[config.mk]
export PLATFORM = sky130hd
export DESIGN_NAME = nibble_serial_adder_flat
export DESIGN_NICKNAME = d
export VERILOG_FILES = /design/src/rtl/nibble_serial_adder_pkg.sv /design/src/rtl/nibble_serial_adder_if.sv /design/src/rtl/nibble_serial_adder_st_sum4.sv /design/src/rtl/nibble_serial_adder.sv /design/src/flat_wrapper.sv
export SDC_FILE = /design/constraint.sdc
export NUM_CORES = 1
export LEC_CHECK = 0
export CORE_UTILIZATION = 35
export DETAILED_ROUTE_END_ITERATION = 8
export SYNTH_ARGS = -nofsm -noshare
export SYNTH_HDL_FRONTEND = slang
export SYNTH_SLANG_ARGS = --single-unit
export TNS_END_PERCENT = 50
[constraint.sdc]
create_clock -name clk -period 2.2 [get_ports clk]
set_input_delay 0.44 -clock clk [delete_from_list [all_inputs] [get_ports clk]]
set_output_delay 0.44 -clock clk [all_outputs]
set_load 0.05 [all_outputs]
[src/rtl/nibble_serial_adder_pkg.sv]
// nibble_serial_adder_pkg
// Shared definitions for the nibble-serial wide adder: FSM state encoding and
// the width of the adder slice that processes one nibble per clock.
// Optional feature macro: NIBBLE_ADDER_OVF_EN (no effect inside this package).
package nibble_serial_adder_pkg;

   localparam int NIBBLE_W = 4;

   typedef enum logic [1:0] {
      IDLE = 2'd0,
      ADD  = 2'd1,
      DONE = 2'd2
   } state_t;

endpackage

[src/rtl/nibble_serial_adder_if.sv]
// nibble_serial_adder_if
// Operand/result handshake bundle for nibble_serial_adder.
//   in_valid/in_ready   operand handshake (a, b, ci)
//   out_valid/out_ready result handshake (s, co, ovf)
//   ovf                 signed overflow, only when NIBBLE_ADDER_OVF_EN is defined
// Modports: master drives operands and out_ready; slave is the adder.
interface nibble_serial_adder_if
   import nibble_serial_adder_pkg::*;
#(
   parameter int NIBBLES = 4
);
   localparam int W = NIBBLE_W * NIBBLES;

   logic         in_valid;
   logic         in_ready;
   logic [W-1:0] a;
   logic [W-1:0] b;
   logic         ci;
   logic         out_valid;
   logic         out_ready;
   logic [W-1:0] s;
   logic         co;
`ifdef NIBBLE_ADDER_OVF_EN
   logic         ovf;

   modport master (output in_valid, a, b, ci, out_ready,
                   input  in_ready, out_valid, s, co, ovf);
   modport slave  (input  in_valid, a, b, ci, out_ready,
                   output in_ready, out_valid, s, co, ovf);
`else
   modport master (output in_valid, a, b, ci, out_ready,
                   input  in_ready, out_valid, s, co);
   modport slave  (input  in_valid, a, b, ci, out_ready,
                   output in_ready, out_valid, s, co);
`endif

endinterface

[src/rtl/nibble_serial_adder_st_sum4.sv]
// st_sum4
// 4-bit structural ripple-carry adder slice.
//   a, b  4-bit addends
//   ci    carry in
//   s     4-bit sum
//   co    carry out
module st_sum4 (
   input  logic [3:0] a,
   input  logic [3:0] b,
   input  logic       ci,
   output logic [3:0] s,
   output logic       co
);

   logic [4:0] c;

   assign c[0] = ci;

   for (genvar i = 0; i < 4; i++) begin : g_fa
      assign s[i]   = a[i] ^ b[i] ^ c[i];
      assign c[i+1] = (a[i] & b[i]) | (c[i] & (a[i] ^ b[i]));
   end

   assign co = c[4];

endmodule

[src/rtl/nibble_serial_adder.sv]
// nibble_serial_adder
// Adds two NIBBLES*4-bit operands one nibble per clock through a single
// st_sum4 slice; the slice carry is registered and fed back for the next nibble.
//   clk   rising-edge clock
//   rst   asynchronous active-high reset
//   bus   nibble_serial_adder_if.slave (operand and result handshakes)
// Optional feature macro: NIBBLE_ADDER_OVF_EN adds the signed-overflow flag.
//
// state | meaning
// IDLE  | in_ready high, waiting for operands
// ADD   | one nibble per cycle through the slice, LSB first
// DONE  | out_valid high, result held until out_ready
module nibble_serial_adder
   import nibble_serial_adder_pkg::*;
#(
   parameter int NIBBLES = 4
) (
   input  logic                  clk,
   input  logic                  rst,
   nibble_serial_adder_if.slave  bus
);

   localparam int W     = NIBBLE_W * NIBBLES;
   localparam int IDX_W = (NIBBLES > 1) ? $clog2(NIBBLES) : 1;
   localparam logic [IDX_W-1:0] LAST_IDX = IDX_W'(NIBBLES - 1);

   state_t               state, state_nxt;
   logic [W-1:0]         a_sr, b_sr, s_reg, s_shift;
   logic                 carry;
   logic [IDX_W-1:0]     idx;
   logic [NIBBLE_W-1:0]  sum4;
   logic                 co4;
   logic                 last;
`ifdef NIBBLE_ADDER_OVF_EN
   logic                 a_msb, b_msb, ovf_reg;
`endif

   st_sum4 u_slice (
      .a  (a_sr[NIBBLE_W-1:0]),
      .b  (b_sr[NIBBLE_W-1:0]),
      .ci (carry),
      .s  (sum4),
      .co (co4)
   );

   assign last = (idx == LAST_IDX);

   // New sum nibble enters at the top so after NIBBLES shifts the first
   // nibble has walked down to bits [3:0].
   if (NIBBLES == 1) begin : g_one
      assign s_shift = sum4;
   end else begin : g_many
      assign s_shift = {sum4, s_reg[W-1:NIBBLE_W]};
   end

   always_ff @(posedge clk or posedge rst) begin
      if (rst) state <= IDLE;
      else     state <= state_nxt;
   end

   always_comb begin
      state_nxt = state;
      case (state)
         IDLE:    if (bus.in_valid)  state_nxt = ADD;
         ADD:     if (last)          state_nxt = DONE;
         DONE:    if (bus.out_ready) state_nxt = IDLE;
         default:                    state_nxt = IDLE;
      endcase
   end

   always_ff @(posedge clk or posedge rst) begin
      if (rst) begin
         a_sr    <= '0;
         b_sr    <= '0;
         s_reg   <= '0;
         carry   <= 1'b0;
         idx     <= '0;
`ifdef NIBBLE_ADDER_OVF_EN
         a_msb   <= 1'b0;
         b_msb   <= 1'b0;
         ovf_reg <= 1'b0;
`endif
      end else begin
         case (state)
            IDLE: if (bus.in_valid) begin
               a_sr    <= bus.a;
               b_sr    <= bus.b;
               carry   <= bus.ci;
               idx     <= '0;
`ifdef NIBBLE_ADDER_OVF_EN
               a_msb   <= bus.a[W-1];
               b_msb   <= bus.b[W-1];
               ovf_reg <= 1'b0;
`endif
            end
            ADD: begin
               s_reg <= s_shift;
               carry <= co4;
               a_sr  <= a_sr >> NIBBLE_W;
               b_sr  <= b_sr >> NIBBLE_W;
               idx   <= idx + 1'b1;
`ifdef NIBBLE_ADDER_OVF_EN
               // sum4[3] becomes s[W-1] on this final shift
               if (last) ovf_reg <= (a_msb == b_msb) && (sum4[NIBBLE_W-1] != a_msb);
`endif
            end
            default: ;
         endcase
      end
   end

   assign bus.in_ready  = (state == IDLE);
   assign bus.out_valid = (state == DONE);
   assign bus.s         = s_reg;
   assign bus.co        = carry;
`ifdef NIBBLE_ADDER_OVF_EN
   assign bus.ovf       = ovf_reg;
`endif

endmodule

[src/flat_wrapper.sv]
// flat-port wrapper written by rule: the top's interface ports become plain ports
module nibble_serial_adder_flat import nibble_serial_adder_pkg::*;
#(
   parameter int NIBBLES = 4
)
  (clk, rst, bus_in_valid, bus_a, bus_b, bus_ci, bus_out_ready, bus_in_ready, bus_out_valid, bus_s, bus_co);
  nibble_serial_adder_if #(.NIBBLES(NIBBLES)) bus_i ();
  input  logic clk;
  input  logic rst;
  input wire logic [$bits(bus_i.in_valid)-1:0] bus_in_valid;
  input wire logic [$bits(bus_i.a)-1:0] bus_a;
  input wire logic [$bits(bus_i.b)-1:0] bus_b;
  input wire logic [$bits(bus_i.ci)-1:0] bus_ci;
  input wire logic [$bits(bus_i.out_ready)-1:0] bus_out_ready;
  output wire logic [$bits(bus_i.in_ready)-1:0] bus_in_ready;
  output wire logic [$bits(bus_i.out_valid)-1:0] bus_out_valid;
  output wire logic [$bits(bus_i.s)-1:0] bus_s;
  output wire logic [$bits(bus_i.co)-1:0] bus_co;
  assign bus_i.in_valid = bus_in_valid;
  assign bus_i.a = bus_a;
  assign bus_i.b = bus_b;
  assign bus_i.ci = bus_ci;
  assign bus_i.out_ready = bus_out_ready;
  assign bus_in_ready = bus_i.in_ready;
  assign bus_out_valid = bus_i.out_valid;
  assign bus_s = bus_i.s;
  assign bus_co = bus_i.co;
  nibble_serial_adder #(.NIBBLES(NIBBLES)) u_core (.clk(clk), .rst(rst), .bus(bus_i));
endmodule
==> metrics, run 1 <==
design area ~3300 sq um; largest net degree at the start of global routing 25; depth of the CTS H-tree 2; net switching power 2140 uW; HPWL Detailed approximately 3500 um; internal power between 2000 and 3000 uW; Post-Syn Instances around 210; area growth from synthesis to layout 31.1%; Worst-Margin Slew about 0.54 ns; CTS root buffer clkbuf_8; postcts setup bufs 0; Setup Skew 0.00490 ns; total core area 6830 sq um; die area 7430 sq um; antenna violations before repair 0; Final ANT Viol Nets 0; min Tclk post-route around 2.1 ns; Worst Setup Start Kind flop; final net count roughly 300; Final TNS setup 0 ns; register share of total power 0.342; post-synth top area share 0.535; Logic pwr share 0.554; initial drt markers between 150 and 200; Initial Util 0.363; Seq cells post-synth 53; # setup viols final 0; Die X-Extent around 86 um; CTS buffer count 5; r2r setup slk between 0.1 and 0.15 ns; grt total ovfl 0; clk slew on worst S/H paths approximately 0.080 ns; Post-CTS Hold Buffers 0; Clock Sinks 53; Sw Share 0.422; Global Route Usage Sum 0.151; first-pass iteration count of the detailed router 8; maximum clock frequency around 0.48 GHz; Site Rows 30; Routed WL between 5000 and 6000 um; Mapped Nets between 200 and 300; status completed; Skew-Pair Late Insertion Delay ~0.30 ns; leading area contributor after synthesis dfrtp_1; synth top area cells dfrtp_1, a222oi_1, mux2_2, inv_1, nor2b_1; worst setup path class flop to flop; P_leak roughly 0.0014 uW; number of global-route vias before repair 1658; Critical Path End Type flop; relative slew slack 0.641; Netlist Area Pre-Place between 2000 and 2500 sq um; worst-path fanout max 3; layout cells sized above 1 0.133; Wirelength per Cell ~14 um; YS warnings 0; VDD IR max between 0.0004 and 0.0005 V; clock power share 0.103; Total Power 5080 uW; unrepaired setup endpoints after global routing false; CTS tree yes; CTS-repair resized insts 0; Slew Limit Fails 0; first-pass GRT wire length 8460 um; Via Count between 1500 and 2000; number of failing hold endpoints at the final stage 0; IO buf count 55; Critical Path AT about 2.3 ns; I/O pin total 56; PD cells 1560 nW/um^2; Via-to-Cell Ratio around 5.0; Distinct cells, synth 27; CP required between 2 and 2.5 ns; antenna fix cells 0; Mean Syn Cell Area roughly 12 sq um; CTS Buffer Depth 2; worst setup path start u_core.bus.co$_DFFE_PP0P_; type of the worst min-delay path input pin to asynchronous set/reset pin; drc violations 0; die span in y 86.2 um; reg-to-reg startpoint u_core.bus.co$_DFFE_PP0P_; GPL Wtd Cong between 0.7 and 0.8; Max Cap Viol 0; sequential share of the synthesized area 0.535; Area after DPL about 3200 sq um; Final period util 0.954
[metrics by stage]
step	util	hold slack (ns)	std cells	setup WS [ns]
3_5_place_dp	0.464	0.478	351	0.0533
6_report	0.476	0.496	359	0.101
4_1_cts	0.476	0.501	359	0.0433
5_1_grt	0.476	0.523	359	0.00852
3_3_place_gp	0.464	0.473	351	0.102
2_1_floorplan	-	0.459	209	0.00181
[final timing paths]
path,end,cells after the start
hold / removal,u_core.bus.s[7]$_DFFE_PP0P_,2
setup / recovery,u_core.bus.s[15]$_DFFE_PP0P_,8
setup reg to reg,u_core.bus.s[15]$_DFFE_PP0P_,8
hold reg to reg,u_core.a_sr[12]$_DFFE_PP0P_,2
max in group asynchronous,u_core.b_sr[3]$_DFFE_PP0P_,3
min in group clk,u_core.a_sr[12]$_DFFE_PP0P_,2
[power groups by stage]
stage | Clock (uW) | Combinational (uW) | Sequential (uW)
2_1_floorplan | 0 | 1570 | 2240
3_3_place_gp | 0 | 2820 | 1750
3_5_place_dp | 0 | 2840 | 1760
4_1_cts | 550 | 2840 | 1740
5_1_grt | 594 | 3050 | 1800
6_report | 525 | 2810 | 1740
[cell families after synthesis]
kind of cell    Yosys count  synth area share
fa+ha+maj                 5            0.0373
buf+inv                  53            0.0968
simple gates             44             0.110
flops                    53             0.535
mux                      17            0.0761
compound gates           37             0.145
[Yosys cell counts (all sizes together)]
master and n:
dfrtp 53, inv 35, nor2b 20, a222oi 18, mux2 15, buf 14
nor2 8, a221oi 7, nor4b 7, a32o 5, clkbuf 4, fa 4
nand2 4, nand3b 3, o221ai 3, mux2i 2, a21oi 1, a22o 1
ha 1, nand2b 1, o21bai 1, o2bb2ai 1, or2 1
[worst max-delay path: stages, from the launching register on]
cell and delay, ns:
dfrtp_2 0.44, fa_2 0.37, inv_1 0.07, fa_1 0.15, inv_1 0.04, fa_1 0.35, inv_1 0.07, fa_1 0.41
mux2i_1 0.13
[area by class of cell]
cell class / instances / area (sq um)
clock buffers: 8 / 80.1
multi-input cells: 103 / 917
repair buffers: 64 / 676
fillers: 670 / 3580
flip-flops and latches: 53 / 1330
inverters: 35 / 131
well taps: 96 / 120
[cells in the final DEF, fill, tap and decap left out]
cell type and n:
a21oi_1 1, a221oi_1 7, a222oi_1 18, a22o_1 1, a32o_1 5, buf_12 5, buf_4 6, clkbuf_1 3
clkbuf_8 5, clkdlybuf4s50_1 53, dfrtp_1 52, dfrtp_2 1, fa_1 3, fa_2 1, ha_1 1, inv_1 34
inv_2 1, mux2_1 2, mux2_2 13, mux2i_1 2, nand2_1 4, nand2b_1 1, nand3b_1 3, nor2_1 8
nor2b_1 19, nor2b_4 1, nor4b_1 7, o21bai_4 1, o221ai_1 3, o2bb2ai_1 1, or2_2 1
[per-layer routing]
metal,global-route usage,part of all wire,vias up
li1,-,-,845
met1,0.224,0.47,872
met2,0.215,0.45,72
met3,0.0314,0.067,7
met4,0.0591,0.014,0
met5,0,0,-
Power figures use the tool's default switching activity.
==> run 2, diff against run 1 <==
--- a/config.mk
+++ b/config.mk
@@ -5,6 +5,7 @@
 export SDC_FILE = /design/constraint.sdc
 export NUM_CORES = 1
 export LEC_CHECK = 0
+export CORE_ASPECT_RATIO = 1.75
 export CORE_UTILIZATION = 35
 export DETAILED_ROUTE_END_ITERATION = 8
 export SYNTH_ARGS = -nofsm -noshare
==> run 2 against run 1 <==
Effect of this change:
- core utilization is 0.57 points higher
- critical endpoint unchanged
- critical path type unchanged
- setup slack improved by 0.014 ns
- highest routed layer unchanged
- critical path depth did not move
- via count is 0.72% lower
- total power is 5.0% higher
==> metrics, run 2 (synthesis gave the netlist of run 1 again) <==
unrepaired setup endpoints after global routing false; die span in y 113 um (+32%); type of the worst min-delay path flop to flop; antenna fix cells 0 (unchanged); GPL Wtd Cong 0.740 (+1.1%); PD cells 1610 nW/um^2 (+3.4%); CTS tree yes; largest net degree at the start of global routing 54 (+120%); Routed WL 5060 um (+0.80%); grt total ovfl 0 (unchanged); drc violations 0 (unchanged); min Tclk post-route 2.08 ns (-0.0142 ns); Skew-Pair Late Insertion Delay 0.29 ns (about the same); Worst Setup Start Kind flop; Final ANT Viol Nets 0 (unchanged); most frequent cells in the layout clkdlybuf4s50_1, dfrtp_1, inv_1; final net count 307 (+0.99%); Post-CTS Hold Buffers 0 (unchanged); depth of the CTS H-tree 2 (unchanged); IO buf count 55 (unchanged); HPWL Detailed 3580 um (+2.3%); Critical Path End Type flop; Setup Skew 0.00590 ns (+0.000996 ns); # setup viols final 0 (unchanged); Via-to-Cell Ratio 5.09 (+1.8%); first-pass GRT wire length 8400 um (-0.73%); Site Rows 40 (+33%); total core area 6860 sq um (+0.37%); worst-path fanout max 2 (-1); I/O pin total 56 (unchanged); commonest non-fill, non-tap cell in the layout clkdlybuf4s50_1; worst hold slack 0.492 ns (-0.00424 ns); Final period util 0.948 (-0.00646); maximum clock frequency 0.480 GHz (+0.68%); initial drt markers 112 (-35%); CTS buffer count 5 (unchanged); status completed; Global Route Usage Sum 0.146 (-0.00420); number of failing hold endpoints at the final stage 0 (unchanged); # fillers 652 (-2.7%); VDD IR max 0.000572 V (+19%); antenna violations before repair 0 (unchanged); number of global-route vias before repair 1752 (+5.7%); Via Count 1783 (-0.72%); CTS Buffer Depth 2 (unchanged); relative slew slack 0.574 (-0.0669); layout cells sized above 1 0.162 (+0.0286); area growth from synthesis to layout 33.1%; Critical Path AT 2.30 ns (-0.03 ns); Slew Limit Fails 0 (unchanged); Final TNS setup 0 ns (unchanged); CP required 2.42 ns (about the same); die area 7440 sq um (+0.18%); Initial Util 0.362 (-0.00133); worst setup path class flop to flop; first-pass iteration count of the detailed router 5 (-3); Wirelength per Cell 14.5 um (+3.4%); clk slew on worst S/H paths 0.07 ns (about the same); CTS root buffer clkbuf_16; Worst-Margin Slew 0.637 ns (+0.0987 ns); Clock Sinks 53 (unchanged); Max Cap Viol 0 (unchanged); Die X-Extent 65.6 um (-24%); P_leak 0.00143 uW (+2.4%)
==> run 2: cell types whose count changed in the layout (fill, tap and decap cells not counted), moves of 2 or more <==
cell	before	now
buf_4	6	11
clkbuf_16	0	5
clkbuf_8	5	0
clkbuf_1	3	0
buf_12	5	3
==> run 2: timing repair <==
item | CTS | global route
setup endpoints to repair | 0 | 1
setup buffers | 0 | 1
resized for setup | 0 | 3
==> run 2: final cells by class <==
| cell class | count | area (sq um) | share of cell area |
|---|---|---|---|
| Clock buffer | 5 | 125 | 0.0379 |
| Timing Repair Buffer | 67 | 673 | 0.204 |
| Sequential cell | 53 | 1330 | 0.402 |
| Multi-Input combinational cell | 103 | 920 | 0.278 |
| Tap cell | 84 | 105 | 0.0318 |
| Clock inverter | 3 | 21.3 | 0.00644 |
| Inverter | 35 | 131 | 0.0398 |
==> run 2: final timing paths <==
check                                            startpoint  slack, ns  cells after the start                      endpoint
worst min-delay path            u_core.b_sr[13]$_DFFE_PP0P_       0.49                      1   u_core.b_sr[13]$_DFFE_PP0P_
worst max-delay path              u_core.bus.co$_DFFE_PP0P_       0.12                      8  u_core.bus.s[15]$_DFFE_PP0P_
worst max register to register    u_core.bus.co$_DFFE_PP0P_       0.12                      8  u_core.bus.s[15]$_DFFE_PP0P_
worst min register to register  u_core.b_sr[13]$_DFFE_PP0P_       0.49                      1   u_core.b_sr[13]$_DFFE_PP0P_
min in group asynchronous                               rst       0.52                      3   u_core.bus.s[3]$_DFFE_PP0P_
max in group asynchronous                               rst       1.42                      3     u_core.bus.co$_DFFE_PP0P_
==> run 2: critical path, stage by stage (launching register included) <==
cell	delay, ns
dfrtp_2	0.42
fa_1	0.41
inv_1	0.08
fa_2	0.17
inv_1	0.05
fa_2	0.33
inv_2	0.06
fa_1	0.37
mux2i_1	0.13
==> run 2: metal layers <==
layer	up-vias	GRT usage	wire, um	part of all wire
met3	4	0.0240	224	0.044
li1	851	-	-	-
met4	0	0.0522	76	0.015
met5	-	0	0	0
met1	867	0.184	2060	0.41
met2	61	0.248	2700	0.53
==> run 2: report_power, final <==
group          internal [uW]  switching, uW  leakage, uW
clock                    424            351    0.0000702
combinational           1250           1610     0.000726
sequential              1470            236     0.000635
==> run 2: metrics by stage <==
step	cell area, sq um	instances	power [uW]	setup WS [ns]	utilization
5_1_grt	3300	350	5710	0.0156	0.482
3_5_place_dp	3140	341	4590	0.0535	0.459
6_report	3300	350	5330	0.115	0.482
4_1_cts	3290	349	5380	0.0422	0.480
3_3_place_gp	3140	341	4540	0.101	0.459
2_1_floorplan	2480	209	3810	0.00181	-
==> run 3, diff against run 2 <==
--- a/config.mk
+++ b/config.mk
@@ -8,6 +8,7 @@
 export CORE_ASPECT_RATIO = 1.75
 export CORE_UTILIZATION = 35
 export DETAILED_ROUTE_END_ITERATION = 8
+export GPL_ROUTABILITY_DRIVEN = 0
 export SYNTH_ARGS = -nofsm -noshare
 export SYNTH_HDL_FRONTEND = slang
 export SYNTH_SLANG_ARGS = --single-unit
==> results of run 3 <==
Same layout as run 2: the final DEF is identical, and so are final timing and power.
